==> src/rtl/sipo_align_pkg.sv <==
// sipo_align_pkg: shared types and constants for the serial comma aligner.
package sipo_align_pkg;

  localparam int SYM_W = 10;

  // First seven bits of K28.5, bit 0 first on the wire.
  localparam logic [6:0] COMMA_NEG_7B = 7'b1111100;
  localparam logic [6:0] COMMA_POS_7B = 7'b0000011;

  typedef enum logic [1:0] {
    HUNT   = 2'd0,
    VERIFY = 2'd1,
    LOCKED = 2'd2
  } align_state_e;

endpackage

==> src/rtl/sipo_comma_align_comma_detect.sv <==
// comma_detect: combinational match of a 7-bit window against both K28.5
// comma prefixes (either running disparity).
module comma_detect
  import sipo_align_pkg::*;
(
  input  logic [6:0] win_i,
  output logic       hit_o
);

  // Either disparity of the comma prefix counts as a hit.
  always_comb begin
    hit_o = (win_i == COMMA_NEG_7B) || (win_i == COMMA_POS_7B);
  end

endmodule

==> src/rtl/sipo_comma_align.sv <==
// sipo_comma_align: LSB-first serial-to-parallel converter that finds K28.5
// commas, frames 10b symbols on the comma phase and reports lock.
// Build option: define SIPO_ALIGN_REALIGN_EN to let LOCKED fall back to HUNT
// after LOSS_CNT consecutive off-boundary commas; without it LOCKED is left
// only through rst or resync.
module sipo_comma_align
  import sipo_align_pkg::*;
#(
  parameter int LOCK_CNT = 2,
  parameter int LOSS_CNT = 4
) (
  input  logic             clk,
  input  logic             rst,
  input  logic             sin,
  input  logic             en,
  input  logic             resync,
  output logic [SYM_W-1:0] sym_out,
  output logic             sym_valid,
  output logic             sym_is_comma,
  output logic             locked
);

  localparam logic [2:0] LOCK_N    = 3'(LOCK_CNT);
  localparam logic [3:0] BCNT_LAST = 4'(SYM_W - 1);
`ifdef SIPO_ALIGN_REALIGN_EN
  localparam logic [2:0] LOSS_N    = 3'(LOSS_CNT);
`endif

  // Counters are 3 bits wide, so both thresholds must fit in 1..7.
  if (LOCK_CNT < 1 || LOCK_CNT > 7) begin : g_bad_lock_cnt
    $error("sipo_comma_align: LOCK_CNT must be 1..7");
  end
  if (LOSS_CNT < 1 || LOSS_CNT > 7) begin : g_bad_loss_cnt
    $error("sipo_comma_align: LOSS_CNT must be 1..7");
  end

  // Window bit 0 is always shifted out before it is looked at again, so only
  // bits 9..1 are kept; the 10-bit window is rebuilt with the incoming bit.
  logic [SYM_W-1:1] sr_q, sr_d;
  logic [SYM_W-1:0] nxt;
  logic [3:0]       bcnt_q, bcnt_d, bcnt_inc;
  logic [2:0]       ccnt_q, ccnt_d, ccnt_inc;
  align_state_e     state_q, state_d;
  logic             hit, bnd, emit, emit_cma;
  logic [SYM_W-1:0] sym_q;
  logic             vld_q, cma_q, lock_q;
`ifdef SIPO_ALIGN_REALIGN_EN
  logic [2:0]       lcnt_q, lcnt_d, lcnt_inc;
`endif

  // Candidate window including the bit presented this cycle.
  always_comb begin
    nxt      = {sin, sr_q};
    bnd      = (bcnt_q == BCNT_LAST);
    bcnt_inc = bnd ? 4'd0 : bcnt_q + 4'd1;
    ccnt_inc = ccnt_q + 3'd1;
`ifdef SIPO_ALIGN_REALIGN_EN
    lcnt_inc = lcnt_q + 3'd1;
`endif
  end

  comma_detect u_comma_detect (
    .win_i (nxt[6:0]),
    .hit_o (hit)
  );

  // Alignment FSM: next state, counters and symbol emission for this bit.
  always_comb begin
    state_d  = state_q;
    sr_d     = sr_q;
    bcnt_d   = bcnt_q;
    ccnt_d   = ccnt_q;
    emit     = 1'b0;
    emit_cma = 1'b0;
`ifdef SIPO_ALIGN_REALIGN_EN
    lcnt_d   = lcnt_q;
`endif
    if (en) begin
      sr_d   = nxt[SYM_W-1:1];
      bcnt_d = bcnt_inc;
    end
    if (resync) begin
      // Overrides any comma event this cycle; the window still shifts.
      state_d = HUNT;
      bcnt_d  = 4'd0;
      ccnt_d  = 3'd0;
`ifdef SIPO_ALIGN_REALIGN_EN
      lcnt_d  = 3'd0;
`endif
    end else if (en) begin
      unique case (state_q)
        HUNT: begin
          if (hit) begin
            emit     = 1'b1;
            emit_cma = 1'b1;
            bcnt_d   = 4'd0;
            ccnt_d   = 3'd1;
            state_d  = (LOCK_N == 3'd1) ? LOCKED : VERIFY;
          end
        end
        VERIFY: begin
          if (bnd) begin
            emit     = 1'b1;
            emit_cma = hit;
            if (hit) begin
              ccnt_d = ccnt_inc;
              if (ccnt_inc == LOCK_N) state_d = LOCKED;
            end
          end else if (hit) begin
            // Comma on a new phase: restart framing from it.
            emit     = 1'b1;
            emit_cma = 1'b1;
            bcnt_d   = 4'd0;
            ccnt_d   = 3'd1;
          end
        end
        LOCKED: begin
          if (bnd) begin
            emit     = 1'b1;
            emit_cma = hit;
`ifdef SIPO_ALIGN_REALIGN_EN
            if (hit) lcnt_d = 3'd0;
          end else if (hit) begin
            if (lcnt_inc == LOSS_N) begin
              state_d = HUNT;
              bcnt_d  = 4'd0;
              ccnt_d  = 3'd0;
              lcnt_d  = 3'd0;
            end else begin
              lcnt_d = lcnt_inc;
            end
`endif
          end
        end
        default: state_d = HUNT;
      endcase
    end
  end

  // State, counters, window and registered symbol outputs.
  always_ff @(posedge clk or negedge rst) begin
    if (!rst) begin
      state_q <= HUNT;
      sr_q    <= '0;
      bcnt_q  <= 4'd0;
      ccnt_q  <= 3'd0;
      sym_q   <= '0;
      vld_q   <= 1'b0;
      cma_q   <= 1'b0;
      lock_q  <= 1'b0;
`ifdef SIPO_ALIGN_REALIGN_EN
      lcnt_q  <= 3'd0;
`endif
    end else begin
      state_q <= state_d;
      sr_q    <= sr_d;
      bcnt_q  <= bcnt_d;
      ccnt_q  <= ccnt_d;
      vld_q   <= emit;
      lock_q  <= (state_d == LOCKED);
      if (emit) begin
        sym_q <= nxt;
        cma_q <= emit_cma;
      end
`ifdef SIPO_ALIGN_REALIGN_EN
      lcnt_q  <= lcnt_d;
`endif
    end
  end

  assign sym_out      = sym_q;
  assign sym_valid    = vld_q;
  assign sym_is_comma = cma_q;
  assign locked       = lock_q;

endmodule

==> config.mk <==
export PLATFORM = sky130hd
export DESIGN_NAME = sipo_comma_align
export DESIGN_NICKNAME = d
export VERILOG_FILES = /design/src/rtl/sipo_align_pkg.sv /design/src/rtl/sipo_comma_align_comma_detect.sv /design/src/rtl/sipo_comma_align.sv
export SDC_FILE = /design/constraint.sdc
export NUM_CORES = 1
export LEC_CHECK = 0
export ABC_AREA = 1
export CAP_MARGIN = 30
export CORE_MARGIN = 2
export CORE_UTILIZATION = 37
export DETAILED_ROUTE_END_ITERATION = 10
export PLACE_DENSITY = 0.65
export RECOVER_POWER = 25
export SYNTH_ARGS = -nofsm -noshare
export SYNTH_HDL_FRONTEND = slang
export SYNTH_HIERARCHICAL = 1
export SYNTH_SLANG_ARGS = --single-unit
==> constraint.sdc <==
create_clock -name clk -period 2.41 [get_ports clk]
set_clock_uncertainty 0.15 [all_clocks]
set_input_delay 0.723 -clock clk [delete_from_list [all_inputs] [get_ports clk]]
set_output_delay 0.723 -clock clk [all_outputs]
set_load 0.1 [all_outputs]
==> flow_metrics.env, run 1 <==
export IMPL_place_area_um2=1748
export IMPL_route_detailed_drc=0
export IMPL_startpoint_type="primary input"
export IMPL_clock_latency_ns=0.28
export IMPL_port_buffers=17
export IMPL_yosys_warnings=6
export IMPL_vdd_drop_max_v=0.0002865
export IMPL_crit_type="primary input to register"
export IMPL_yosysTopAreaCell="dfrtp_1"
export IMPL_cts_hold_fix_buffers=0
export IMPL_drv_cap=0
export IMPL_critical_path_endpoint_type="register"
export IMPL_synthTopCellsByArea="dfrtp_1 50%, nand2_1 17%, inv_1 5.5%"
export IMPL_final_max_slew_viol_count=0
export IMPL_synth_edff_count=0
export IMPL_clk_path_buf_depth=2
export IMPL_cts_sinks=31
export IMPL_postCtsSetupBuffers=0
export IMPL_vias=1213
export IMPL_cts_resized=0
export IMPL_htreeDepth=2
export IMPL_synthArstFlopShare=1.000
export IMPL_drt_iter0_markers=52
export IMPL_fin_area_um2=1863
export IMPL_cp_data_arrival_time_ns=1.90
export IMPL_wire_per_inst_um=10.51
export IMPL_p_leak_nw=0.9664
export IMPL_utilization=0.4624
export IMPL_die_y_um=68.91
export IMPL_start_util=0.3870
export IMPL_clockPowerShare=0.364
export IMPL_status="finished clean"
export IMPL_root_buffer="clkbuf_8"
export IMPL_setup_violations_final=0
export IMPL_synth_avg_cell_area_um2=8.036
export IMPL_grt_max_degree=32
export IMPL_synth_flop_cell="dfrtp_1"
export IMPL_place_congestion=0.7888
export IMPL_synth_top_area_share=0.4976
export IMPL_min_path_type="register to register"
export IMPL_grt_pass1_vias=1156
export IMPL_grt_pass1_wl_mm=5.030
export IMPL_layout_drive_gt1_share=0.1843
export IMPL_pwr_share_comb=0.218
export IMPL_cts_buffers=5
export IMPL_pwr_share_seq=0.418
export IMPL_rsz0062_at_grt="no"
export IMPL_rows=23
export IMPL_core_um2=4029
export IMPL_p_int_mw=0.9749
export IMPL_crit_chain="clkdlybuf4s50_1, buf_4, nand2_1, nor3_1, xnor2_1, nor2_1"
export IMPL_syn_to_final_growth_pct=19.50
export IMPL_ios=18
export IMPL_crit_slowest_cell="clkdlybuf4s50_1"
export IMPL_synth_commonest_cells="71 x nand2_1, 31 x dfrtp_1, 23 x inv_1"
export IMPL_worstPathMaxFanout=20
export IMPL_antenna_left=0
export IMPL_multi_input_area_um2=655.6
export IMPL_wl_mm=2.805
export IMPL_antenna_cells=0
export IMPL_yosysSeqAreaShare=0.4976
export IMPL_max_stage_delay_ns=0.49
export IMPL_overflow=0
export IMPL_cts_tree="yes"
export IMPL_power_density_nw_per_um2=776.3
export IMPL_synth_nets=203
export IMPL_final_seq_area_um2=775.7
export IMPL_clkTransAtPathRegs_ns=0.07
export IMPL_relSlewSlack=0.4852
export IMPL_antenna_found_initial=0
export IMPL_path_buf_inv=2
export IMPL_tns_ns=0
export IMPL_yosysMostFrequentCell="nand2_1"
export IMPL_fin_crit_sh=0.7796
export IMPL_p_total_mw=1.446
export IMPL_die_area_um2=4749
export IMPL_synth_distinct_cells=25
export IMPL_grt_total_usage=0.1453
export IMPL_nNetsFinal=225
export IMPL_netlist_instances=194
export IMPL_min_period_ns=1.879
export IMPL_fillers=408
export IMPL_cp_required_ns=2.43
export IMPL_fin_hold_ws_ns=0.3275
export IMPL_p_switching_mw=0.4715
export IMPL_dp_hpwl_mm=1.991
export IMPL_die_x_um=68.91
export IMPL_first_pass_iters=4
export IMPL_worstMarginPinSlew_ns=0.7721
export IMPL_synth_seq_cells=31
export IMPL_swShare=0.3260
export IMPL_synth_cell_area_um2=1559
export IMPL_hold_violations=0
export IMPL_max_clock_freq_ghz=0.5322
export IMPL_critPathTopFamily="buffers and inverters"
export IMPL_vias_per_cell=4.543
## cell type report
class | count | area share
multi-input cells | 132 | 0.3519
repair buffers | 19 | 0.08059
inverters | 27 | 0.05440
flip-flops and latches | 31 | 0.4164
clock inverters | 2 | 0.01880
well taps | 50 | 0.03358
clock buffers | 6 | 0.04432
## registers in the layout, indices dropped and copies added (netlist names)
name / count
sym_valid: 1
ccnt_q: 3
locked: 1
sym_is_comma: 1
sym_out: 10
bcnt_q: 4
state_q: 2
sr_q: 9
## metrics by stage
step | instances | setup WS, ns
floorplan | 194 | 0.6393
global placement | 259 | 0.2530
detailed placement | 259 | 0.2198
CTS | 267 | 0.5202
global route | 267 | 0.4254
finish | 267 | 0.5311
## tightest hold or removal path: cells and delay by family, from the launching register on
| kind | cells | cell delay, ns |
|---|---|---|
| AND/OR/NAND/NOR | 2 | 0.11 |
| flip-flops | 1 | 0.34 |
## per-layer routing
metal	up-vias	global-route usage	wire (µm)	part of all wire
met5	-	0	0	0
met4	0	0.06618	51	0.018
met3	5	0.03896	151	0.054
met2	24	0.2392	1218	0.43
met1	542	0.1773	1384	0.49
li1	642	-	-	-
## power by group through the flow
stage               sequential [mW]  clock [mW]  combinational, mW
floorplan                     0.762           0             0.0921
global placement              0.613           0              0.318
detailed placement            0.614           0              0.320
CTS                           0.606       0.542              0.320
global route                  0.614       0.560              0.343
finish                        0.605       0.526              0.315
## cells by family after synthesis
kind of cell | after synthesis | synth area share
AO/OA/AOI/OAI | 26 | 0.1003
adder cells (fa/ha/maj) | 4 | 0.03210
AND/OR/NAND/NOR | 100 | 0.2769
buffers and inverters | 31 | 0.08185
XOR/XNOR | 2 | 0.01124
flip-flops | 31 | 0.4976
## layout by cell type (no fill, tap or decap)
master            n
nor2_1           11
bufinv_16         1
nand2_4           1
nor2_4            3
clkbuf_8          6
o21bai_1          1
nand4_1           2
a21oi_1           1
nand2_1          71
nor3_1            2
o21ai_2           5
xor2_1            1
inv_1            23
clkdlybuf4s50_1   3
a31oi_1           1
xnor2_1           1
a21oi_2           1
nor2_2            1
dfrtp_1          31
buf_4            14
o21ai_0          16
clkinv_2          1
nand2_2           2
dlygate4sd3_1     1
nand3_1           6
o21ai_1           1
clkbuf_2          1
inv_2             4
nor3b_1           1
ha_1              4
## worst paths after layout
kind | depth (start not counted) | slack, ns | from | end
max in group asynchronous | 2 | 0.73 | rst | ccnt_q[1]
min in group asynchronous | 2 | 0.90 | rst | sym_out[0]
worst max-delay path | 6 | 0.53 | en | bcnt_q[3]
worst min-delay path | 2 | 0.33 | sym_is_comma | sym_is_comma
worst max register to register | 11 | 0.66 | sr_q[6] | sym_out[5]
worst min register to register | 2 | 0.33 | sym_is_comma | sym_is_comma
Note: power is estimated with default switching activity, not from simulation.
==> run 2: changes to the inputs <==
==> constraint.sdc (replaced) <==
create_clock -name clk -period 1.8 [get_ports clk]
set_clock_uncertainty 0.15 [all_clocks]
set_input_delay 0.54 -clock clk [delete_from_list [all_inputs] [get_ports clk]]
set_output_delay 0.54 -clock clk [all_outputs]
set_load 0.1 [all_outputs]
==> run 2 against run 1 <==
Compared with the run above:
- sequential share of layout area decreased by 4.2 points
- setup slack lost 0.39 ns
- critical endpoint is now sym_out[3]
- die area unchanged
- register-to-register slack got worse by 0.52 ns
- routed wire length up 4.9%
==> flow_metrics.env, run 2 (synthesized netlist as in run 1, its figures left out) <==
export IMPL_clockPowerShare=0.346
export IMPL_wire_per_inst_um=10.82
export IMPL_tns_ns=0
export IMPL_final_common_cell="nand2_1"
export IMPL_clkTransAtPathRegs_ns=0.07
export IMPL_pwr_share_comb=0.248
export IMPL_reg2reg_to="sym_out[3]"
export IMPL_place_congestion=0.9169
export IMPL_htreeDepth=2
export IMPL_root_buffer="clkbuf_8"
export IMPL_r2r_start="bcnt_q[1]"
export IMPL_critical_path_endpoint_type="register"
export IMPL_core_um2=4029
export IMPL_p_int_mw=1.383
export IMPL_grt_max_degree=32
export IMPL_use_met3=0.05195
export IMPL_grt_busiest_layer="met2"
export IMPL_min_period_ns=1.663
export IMPL_die_x_um=68.91
export IMPL_port_buffers=17
export IMPL_p_leak_nw=1.016
export IMPL_final_max_slew_viol_count=0
export IMPL_syn_to_final_growth_pct=32.91
export IMPL_p_total_mw=2.036
export IMPL_crit_type="register to register"
export IMPL_start_util=0.3870
export IMPL_worstMarginPinSlew_ns=0.7594
export IMPL_startpoint_type="register"
export IMPL_setup_violations_final=0
export IMPL_dp_hpwl_mm=2.165
export IMPL_die_y_um=68.91
export IMPL_vdd_drop_max_v=0.0005251
export IMPL_fin_hold_ws_ns=0.3576
export IMPL_min_from="sr_q[8]"
export IMPL_cts_hold_fix_buffers=0
export IMPL_largest_reg_flops=10
export IMPL_grt_total_usage=0.1477
export IMPL_min_path_type="register to register"
export IMPL_drt_iter0_markers=72
export IMPL_pwr_share_seq=0.406
export IMPL_postCtsSetupBuffers=0
export IMPL_status="finished clean"
export IMPL_hold_end="sr_q[7]"
export IMPL_critPathMostFrequentCell="nand2_1"
export IMPL_rows=23
export IMPL_drv_cap=0
export IMPL_antenna_found_initial=0
export IMPL_most_common_layout_cells="71 x nand2_1, 31 x dfrtp_1, 23 x inv_1, 16 x o21ai_0, 13 x buf_12"
export IMPL_die_area_um2=4749
export IMPL_power_density_nw_per_um2=982.5
export IMPL_ios=18
export IMPL_grt_pass1_wl_mm=5.043
export IMPL_cts_tree="yes"
export IMPL_utilization=0.5143
export IMPL_first_pass_iters=4
export IMPL_place_area_um2=1961
export IMPL_overflow=0
export IMPL_fin_area_um2=2072
export IMPL_max_clock_freq_ghz=0.6014
export IMPL_clk_path_buf_depth=2
export IMPL_cts_buffers=5
export IMPL_route_detailed_drc=0
export IMPL_swShare=0.3205
export IMPL_r2r_cells=10
export IMPL_antenna_left=0
export IMPL_crit_chain="inv_1, ha_1, nand2_1, nor2_4, o21ai_2, nand2_2, nand2_8, inv_2, nand2_1, nand2_1"
export IMPL_rsz0062_at_grt="no"
export IMPL_relSlewSlack=0.4938
export IMPL_clock_latency_ns=0.28
export IMPL_vias_per_cell=4.585
export IMPL_max_stage_delay_ns=0.39
export IMPL_hold_depth=2
export IMPL_cp_data_arrival_time_ns=1.74
export IMPL_cts_resized=0
export IMPL_layout_drive_gt1_share=0.2027
export IMPL_hold_violations=0
export IMPL_fin_crit_sh=0.9238
export IMPL_cts_sinks=31
export IMPL_wl_mm=2.943
export IMPL_nNetsFinal=230
export IMPL_grt_pass1_vias=1132
export IMPL_met1_usage=0.1824
export IMPL_cp_required_ns=1.87
export IMPL_antenna_cells=0
export IMPL_crit_slowest_cell="dfrtp_1"
export IMPL_r2r_slack_ns=0.14
export IMPL_worstPathMaxFanout=17
export IMPL_p_switching_mw=0.6526
export IMPL_vias=1247
export IMPL_use_met2=0.2344
-- run 2: cell types whose count changed in the layout (fill, tap and decap cells not counted) --
cell | previous run | this run
buf_12 | 0 | 13
buf_4 | 14 | 6
nand2_4 | 1 | 0
nand2_8 | 0 | 1
-- run 2: critical path, delay by kind of cell (launching register included) --
family                     cells  cell delay (ns)
AOI/OAI and AO/OA              1             0.08
adders and majority gates      1             0.17
buffers and inverters          2             0.20
DFF                            1             0.39
and+or+nand+nor                6             0.61
-- run 2: area by class of cell --
class	instances	area, µm²
clock buffer	6	82.58
clock inverter	2	35.03
fill	391	1957
inverter	27	101.3
multi-input combinational	132	664.4
sequential	31	775.7
tap	50	62.56
timing repair buffer	24	350.3
-- run 2: per-layer routing --
layer  up-vias  part of all wire
li1        656                 -
met1       560              0.47
met2        25              0.46
met3         6             0.045
met4         0             0.017
met5         -                 0
-- run 2: power groups by stage --
stage | clock, mW | combinational, mW | sequential [mW]
2_1_floorplan | 0 | 0.123 | 1.02
3_3_place_gp | 0 | 0.508 | 0.837
3_5_place_dp | 0 | 0.511 | 0.841
4_1_cts | 0.723 | 0.512 | 0.828
5_1_grt | 0.764 | 0.541 | 0.836
6_report | 0.705 | 0.505 | 0.827
-- run 2: through the flow --
step | std cells | worst slack [ns]
after floorplan | 194 | 0.2123
after global placement | 264 | -0.1068
after detailed placement | 264 | -0.1424
after CTS | 272 | 0.1238
after global routing | 272 | 0.0006650
final | 272 | 0.1372
-- run 2: how the worst max path moves through the flow --
| stage | start | end |
|---|---|---|
| 6_report | bcnt_q[1] | sym_out[3] |
| 5_1_grt | sr_q[7] | locked |
| 4_1_cts | bcnt_q[1] | sym_out[3] |
| 3_5_place_dp | en | ccnt_q[2] |
| 3_3_place_gp | en | sym_out[3] |
| 2_1_floorplan | sym_is_comma | sym_is_comma |
==> run 3: changes to the inputs <==
--- a/config.mk
+++ b/config.mk
@@ -7,6 +7,7 @@
 export LEC_CHECK = 0
 export ABC_AREA = 1
 export CAP_MARGIN = 30
+export CORE_ASPECT_RATIO = 2
 export CORE_MARGIN = 2
 export CORE_UTILIZATION = 37
 export DETAILED_ROUTE_END_ITERATION = 10
==> run 3 against run 2 <==
Compared with the run above:
- routed wire length rose by 11%
- combinational power increased by 2%
- register-to-register slack about the same
- setup slack got worse by 0.010 ns
- first-iteration DRC count fell by 71%
- highest routed layer unchanged
- sequential power about the same
- clock power rose by 1%
- hold slack better by 0.014 ns
- via count up 6.3%
==> flow_metrics.env, run 3 (synthesized netlist as in run 1, its figures left out) <==
export IMPL_status="finished clean"
export IMPL_r2r_slack_ns=0.13
export IMPL_clk_path_buf_depth=2
export IMPL_cts_sinks=31
export IMPL_die_area_um2=4780
export IMPL_p_leak_nw=1.040
export IMPL_final_max_slew_viol_count=0
export IMPL_grt_max_degree=32
export IMPL_wire_per_inst_um=11.68
export IMPL_cts_hold_fix_buffers=0
export IMPL_antenna_found_initial=0
export IMPL_reg2reg_to="ccnt_q[2]"
export IMPL_crit_chain="inv_1, ha_1, nand2_1, nor2_4, nand2_1, nand2_1, nand2_2, nor2_4, nand2_1, o21ai_1"
export IMPL_vias=1325
export IMPL_port_buffers=17
export IMPL_most_common_layout_cells="70 x nand2_1, 31 x dfrtp_1, 23 x inv_1, 15 x o21ai_0, 13 x buf_12"
export IMPL_tns_ns=0
export IMPL_hold_violations=0
export IMPL_max_clock_freq_ghz=0.5977
export IMPL_die_x_um=49.90
export IMPL_nNetsFinal=235
export IMPL_cp_required_ns=1.86
export IMPL_setup_violations_final=0
export IMPL_antenna_left=0
export IMPL_htreeDepth=2
export IMPL_route_detailed_drc=0
export IMPL_dp_hpwl_mm=2.359
export IMPL_max_stage_delay_ns=0.39
export IMPL_start_util=0.3814
export IMPL_rows=33
export IMPL_place_area_um2=1986
export IMPL_place_congestion=0.8510
export IMPL_r2r_cells=10
export IMPL_r2r_start="bcnt_q[1]"
export IMPL_clock_latency_ns=0.28
export IMPL_crit_type="register to register"
export IMPL_finalNonFillerCells=279
export IMPL_fin_area_um2=2120
export IMPL_clkTransAtPathRegs_ns=0.07
export IMPL_ios=18
export IMPL_vias_per_cell=4.749
export IMPL_crit_end="ccnt_q[2]"
export IMPL_grt_pass1_wl_mm=5.934
export IMPL_root_buffer="clkbuf_8"
export IMPL_drv_cap=0
export IMPL_cp_data_arrival_time_ns=1.73
export IMPL_power_density_nw_per_um2=969.9
export IMPL_relSlewSlack=0.4964
export IMPL_grt_pass1_vias=1380
export IMPL_crit_start="bcnt_q[1]"
export IMPL_min_period_ns=1.673
export IMPL_rsz0062_at_grt="yes"
export IMPL_antenna_cells=0
export IMPL_wl_mm=3.260
export IMPL_placedCellCount=269
export IMPL_cts_buffers=5
export IMPL_crit_slowest_cell="dfrtp_1"
export IMPL_vdd_drop_max_v=0.0008248
export IMPL_final_common_cell="nand2_1"
export IMPL_overflow=0
export IMPL_critPathMostFrequentCell="nand2_1"
export IMPL_syn_to_final_growth_pct=35.95
export IMPL_die_y_um=95.80
export IMPL_startpoint_type="register"
export IMPL_fin_hold_ws_ns=0.3717
export IMPL_first_pass_iters=4
export IMPL_min_path_type="register to register"
export IMPL_critical_path_endpoint_type="register"
export IMPL_worstPathMaxFanout=5
export IMPL_grt_total_usage=0.1666
export IMPL_fillers=370
export IMPL_drt_iter0_markers=21
export IMPL_largest_reg_flops=10
export IMPL_core_um2=4088
export IMPL_cts_tree="yes"
export IMPL_worstMarginPinSlew_ns=0.7553
export IMPL_layout_drive_gt1_share=0.2291
export IMPL_fin_crit_sh=0.9294
[run 3: cell count changes in the layout (fill, tap and decap cells not counted)]
cell     delta
nand2_2     +1
inv_2       -1
buf_4       +5
nor2_2      +1
o21ai_1     +1
inv_4       +1
o21ai_0     -1
nor2_1      -1
nand2_1     -1
[run 3: repair_timing]
item	CTS	global route
gates resized for setup	0	5
setup endpoints to repair	0	6
endpoints found under the hold margin	0	0
buffers inserted	0	2
[run 3: power breakdown]
part           switching [mW]  internal (mW)
sequential             0.0664          0.760
combinational           0.335          0.181
clock                   0.265          0.448
[run 3: how the worst min path moves through the flow]
stage                from  depth (start not counted)          to  slack [ns]
6_report          sr_q[8]                          2  sym_out[7]        0.37
3_3_place_gp      sr_q[8]                          2  sym_out[7]        0.34
3_5_place_dp      sr_q[8]                          2  sym_out[7]        0.36
4_1_cts           sr_q[8]                          2  sym_out[7]        0.37
2_1_floorplan         rst                          0   bcnt_q[0]        0.09
5_1_grt        sym_out[3]                          2  sym_out[3]        0.41
[run 3: cell type report]
type,count,area (µm²),share of cell area
flip-flops and latches,31,775.7,0.3660
multi-input cells,132,669.4,0.3158
repair buffers,29,387.9,0.1830
inverters,27,103.9,0.04900
clock buffers,6,82.58,0.03896
well taps,52,65.06,0.03070
clock inverters,2,35.03,0.01653
[run 3: critical path: cells and delay by family, from the launching register on]
kind	cells	cell delay [ns]
compound gates	1	0.08
flops	1	0.39
fa+ha+maj	1	0.17
buf+inv	1	0.09
simple gates	7	0.72
[run 3: per-layer routing]
layer | track usage | up-vias | share of wire
met5 | 0 | - | 0
met4 | 0.1181 | 0 | 0.059
met3 | 0.03571 | 19 | 0.029
met2 | 0.3089 | 30 | 0.55
met1 | 0.1576 | 617 | 0.36
li1 | - | 659 | -
[run 3: through the flow]
stage	utilization	worst slack, ns	power [mW]
finish	0.5185	0.1270	2.056
global route	0.5185	-0.02530	2.148
CTS	0.5145	0.1344	2.079
detailed placement	0.4858	-0.1179	1.360
global placement	0.4858	-0.09054	1.353
floorplan	-	0.2123	1.143
==> edit 1, RTL diff (flow settings as in run 2) <==
Change the package constant `SYM_W` from 10 to 9.
--- a/src/rtl/sipo_align_pkg.sv
+++ b/src/rtl/sipo_align_pkg.sv
@@ -1,7 +1,7 @@
 // sipo_align_pkg: shared types and constants for the serial comma aligner.
 package sipo_align_pkg;
 
-  localparam int SYM_W = 10;
+  localparam int SYM_W = 9;
 
   // First seven bits of K28.5, bit 0 first on the wire.
   localparam logic [6:0] COMMA_NEG_7B = 7'b1111100;
Ports: changed (resized sym_out); port bits go from 18 to 17. The function was not compared with the original's and may differ.
==> edit 1 against run 2 <==
Worst hold slack worse by 0.020 ns. Sequential share of layout area is 2.1 points lower. Worst setup slack worse by 0.029 ns. Die area is 4.1% lower. Final area is 0.91% lower. Fmax is 1.7% lower. First-iteration DRC count is 32% lower. Routed wire length is 2.5% lower. Area after synthesis is 4.3% lower. Synthesized cell count is 6.2% lower. Sequential cell count is 2 lower. Highest routed layer unchanged.
Power is not compared: it rests on default switching activity, and its combinational part moved more than twofold at a synthesized area within 25%.
==> edit 1: results (changes against run 2) <==
{
  "routing": {
    "wl_met1": {"value": 1.33, "unit": "mm", "change": "was 1.40 mm"},
    "vias": {"value": 1240, "change": "was 1,247"},
    "dr.pass1.iters": {"value": 5, "change": "was 4"},
    "drt_first_iter_violations": {"value": 49, "change": "was 72"},
    "wl_met3": {"value": 108, "unit": "µm", "change": "was 133 µm"},
    "finalWirelength": {"value": 2.87, "unit": "mm", "change": "was 2.94 mm"}
  },
  "finish": {
    "layout.clock.cell_area_share": {"value": 5.67, "unit": "%", "change": "was 5.68%"},
    "nonClockBufferCount": {"value": 28, "change": "was 24"},
    "share_of_the_final_layout_cell_area_in_multi_input_gates": {"value": 31.3, "unit": "%", "change": "was 32.1%"},
    "finish.net_count": {"value": 223, "change": "was 230"},
    "num-multi-input-gates": {"value": 119, "change": "was 132"},
    "fraction_of_cell_area_in_non_clock_buffers": {"value": 18.5, "unit": "%", "change": "was 16.9%"},
    "largest_reg_flops": {"value": 9, "change": "was 10"},
    "num-clock-buffers": {"value": 7, "change": "was 6"},
    "multi_input_combinational_cell_area": {"value": 642, "unit": "µm²", "change": "was 664 µm²"},
    "layout_cell_share_with_drive_strength_beyond_1": {"value": 26.5, "unit": "%", "change": "was 20.3%"},
    "sequential_portion_of_the_cell_area": {"value": 35.3, "unit": "%", "change": "was 37.4%"}
  },
  "critical_path": {
    "rr_worst_depth": {"value": 12, "change": "was 10"},
    "crit_path_end": {"value": "sym_out[6]$_DFFE_PN0P_", "change": "was sym_out[3]$_DFFE_PN0P_"},
    "timing.critical_path.slowest_cell_delay": {"value": 0.41, "unit": "ns", "change": "was 0.39 ns"},
    "setup.reg_to_reg.worst_slack": {"value": 0.11, "unit": "ns", "change": "was 0.14 ns"},
    "crit_path_start": {"value": "sr_q[5]$_DFFE_PN0P_", "change": "was bcnt_q[1]$_DFF_PN0_"}
  },
  "placed_design": {
    "globalplace.congestion": {"value": 0.892, "change": "was 0.917"},
    "hpwl": {"value": 2.05, "unit": "mm", "change": "was 2.16 mm"},
    "port_buffer_count": {"value": 16, "change": "was 17"},
    "postPlaceCellArea": {"value": 1910, "unit": "µm²", "change": "was 1960 µm²"}
  },
  "yosys": {
    "synthXorXnorAreaFrac": {"value": 1.17, "unit": "%", "change": "was 1.12%"},
    "synth.distinct_cells": {"value": 23, "change": "was 25"},
    "netlist_top_cells_area": {"value": "sky130_fd_sc_hd__dfrtp_1 49%, sky130_fd_sc_hd__nand2_1 13%, sky130_fd_sc_hd__inv_1 6.3%", "change": "was sky130_fd_sc_hd__dfrtp_1 50%, sky130_fd_sc_hd__nand2_1 17%, sky130_fd_sc_hd__inv_1 5.5%"},
    "yosys.area_share.adder": {"value": 3.36, "unit": "%", "change": "was 3.21%"}
  },
  "global_route": {
    "grt.met3_usage": {"value": 5.17, "unit": "%", "change": "was 5.19%"},
    "grt.met1_usage": {"value": 20.4, "unit": "%", "change": "was 18.2%"},
    "grtUsageMet2": {"value": 21.7, "unit": "%", "change": "was 23.4%"},
    "grt_max_degree": {"value": 30, "change": "was 32"}
  },
  "outcome": {
    "status": {"value": "finished, final reports clean", "change": "unchanged"}
  }
}
==> edit 1: cell count changes after synthesis, sizes merged, moves of 2 or more <==
cell,delta
o21ai,+3
dfrtp,-2
nand2,-17
nor3,-2
buf,-2
a21oi,+5
inv,+4
==> edit 1: worst reg2reg max path, stage by stage (launching register included) <==
cell and delay (ns):
sky130_fd_sc_hd__dfrtp_1 0.41, sky130_fd_sc_hd__inv_1 0.06, sky130_fd_sc_hd__nand2_1 0.05, sky130_fd_sc_hd__nor2_1 0.10, sky130_fd_sc_hd__nand2_1 0.08, sky130_fd_sc_hd__nand2_2 0.09, sky130_fd_sc_hd__nand2_2 0.10, sky130_fd_sc_hd__inv_4 0.08
sky130_fd_sc_hd__o21ai_4 0.08, sky130_fd_sc_hd__nor2_8 0.17, sky130_fd_sc_hd__inv_8 0.08, sky130_fd_sc_hd__nand2_1 0.08, sky130_fd_sc_hd__o21ai_2 0.05
==> edit 2, RTL diff (config.mk and constraints of run 2) <==
Made on the original files. Re-encode `align_state_e` (3 states) as one-hot, 3 bits wide.
--- a/src/rtl/sipo_align_pkg.sv
+++ b/src/rtl/sipo_align_pkg.sv
@@ -7,10 +7,10 @@
   localparam logic [6:0] COMMA_NEG_7B = 7'b1111100;
   localparam logic [6:0] COMMA_POS_7B = 7'b0000011;
 
-  typedef enum logic [1:0] {
-    HUNT   = 2'd0,
-    VERIFY = 2'd1,
-    LOCKED = 2'd2
+  typedef enum logic [2:0] {
+    HUNT   = 3'b001,
+    VERIFY = 3'b010,
+    LOCKED = 3'b100
   } align_state_e;
 
 endpackage
Formal check against the unedited RTL: same outputs for any inputs over 10 cycles, from zero or initial values and one cycle with rst low; not proved beyond that.
==> edit 2 against run 2 <==
Worst hold slack improved by 0.012 ns. Clock power down 3%. Worst setup slack got worse by 0.093 ns. Routed wire length rose by 30%. Non-clock buffer count is 13 higher. Sequential power rose by 1%. Total power decreased by 3.7%. Final area up 11%. Combinational power shrank 14%. Area after synthesis up 5.9%. Die area grew 5.6%. Global-route usage increased by 0.35 points. Via count increased by 20%. Sequential cell count increased by 1. Critical path type unchanged.
==> edit 2: results (changes against run 2) <==
{
  "outcome": {
    "status": {"value": "finished, final reports clean", "change": "unchanged"}
  },
  "global_route": {
    "groute.usage.overall": {"value": 15.1, "unit": "%", "change": "was 14.8%"},
    "grt_pass1_vias": {"value": 1354, "change": "was 1,132"},
    "grt_pass1_wl": {"value": 5.99, "unit": "mm", "change": "was 5.04 mm"}
  },
  "yosys": {
    "netlist_instances": {"value": 218, "change": "was 194"},
    "netlist_top_cells_area": {"value": "sky130_fd_sc_hd__dfrtp_1 47%, sky130_fd_sc_hd__nand2_1 16%, sky130_fd_sc_hd__nand3_1 6.1%", "change": "was sky130_fd_sc_hd__dfrtp_1 50%, sky130_fd_sc_hd__nand2_1 17%, sky130_fd_sc_hd__inv_1 5.5%"},
    "synth_net_count": {"value": 227, "change": "was 203"},
    "synth.distinct_cells": {"value": 22, "change": "was 25"},
    "synth.yosys.seq_area_share": {"value": 48.6, "unit": "%", "change": "was 49.8%"},
    "synthXorXnorAreaFrac": {"value": 1.06, "unit": "%", "change": "was 1.12%"},
    "post_synth_most_frequent_cells": {"value": "71 x sky130_fd_sc_hd__nand2_1, 31 x sky130_fd_sc_hd__dfrtp_1, 22 x sky130_fd_sc_hd__nor2_1, 20 x sky130_fd_sc_hd__inv_1, 20 x sky130_fd_sc_hd__nand3_1", "change": "was 71 x sky130_fd_sc_hd__nand2_1, 31 x sky130_fd_sc_hd__dfrtp_1, 23 x sky130_fd_sc_hd__inv_1, 16 x sky130_fd_sc_hd__o21ai_0, 11 x sky130_fd_sc_hd__nor2_1"}
  },
  "critical_path": {
    "arrival": {"value": 1.83, "unit": "ns", "change": "was 1.74 ns"},
    "endpoint_of_the_lowest_slack_register_to_register_path": {"value": "sym_out[6]$_DFFE_PN0P_", "change": "was sym_out[3]$_DFFE_PN0P_"},
    "cp_max_fo": {"value": 5, "change": "was 17"},
    "setup.reg_to_reg.worst_slack": {"value": 0.04, "unit": "ns", "change": "was 0.14 ns"}
  },
  "placed_design": {
    "postPlaceCellArea": {"value": 2100, "unit": "µm²", "change": "was 1960 µm²"},
    "globalplace.congestion": {"value": 0.782, "change": "was 0.917"},
    "dpl.cell_count": {"value": 295, "change": "was 264"},
    "dp_slack": {"value": -0.207, "unit": "ns", "change": "was -0.142 ns"}
  },
  "finish": {
    "finish.net_count": {"value": 266, "change": "was 230"},
    "layout_cell_share_with_drive_strength_beyond_1": {"value": 27.5, "unit": "%", "change": "was 20.3%"}
  },
  "clocking": {
    "source_to_sink_clock_delay_at_the_later_pin_of_the_worst_skew_pair": {"value": 0.30, "unit": "ns", "change": "was 0.28 ns"}
  },
  "sta": {
    "max-slew-margin-rel": {"value": 47.3, "unit": "%", "change": "was 49.4%"},
    "timing.final.crit_period": {"value": 1.76, "unit": "ns", "change": "was 1.66 ns"},
    "hold-worst-slack": {"value": 0.370, "unit": "ns", "change": "was 0.358 ns"}
  },
  "routing": {
    "viasPerCell": {"value": 4.82, "change": "was 4.58"},
    "vias": {"value": 1493, "change": "was 1,247"}
  },
  "power": {
    "ir_drop": {"value": 0.275, "unit": "mV", "change": "was 0.525 mV"}
  }
}
edit 2: changes by cell type after synthesis, sizes merged, moves of 3 or more:
cell	delta
nor2	+9
nand2	+7
nand3	+16
clkbuf	+3
o21ai	-7
edit 2: area by class of cell:
| class | count | area [µm²] |
|---|---|---|
| clock buffer | 6 | 72.6 |
| clock inverter | 2 | 35.0 |
| fill | 393 | 2030 |
| inverter | 27 | 101 |
| multi-input combinational | 154 | 758 |
| sequential | 32 | 802 |
| tap | 52 | 65.1 |
| timing repair buffer | 37 | 459 |
edit 2: per-layer routing:
layer | up-vias | track usage (%) | wire [µm]
met5 | - | 0 | 0
met4 | 0 | 7.55 | 81
met3 | 8 | 3.85 | 114
met2 | 27 | 23.2 | 1840
met1 | 704 | 19.9 | 1790
li1 | 754 | - | -
edit 2: power breakdown:
group / internal (mW) / total (mW) / leakage (nW) / switching (mW)
clock: 0.410 / 0.687 / 0.0552 / 0.277
sequential: 0.776 / 0.839 / 0.429 / 0.0622
combinational: 0.160 / 0.434 / 0.711 / 0.274
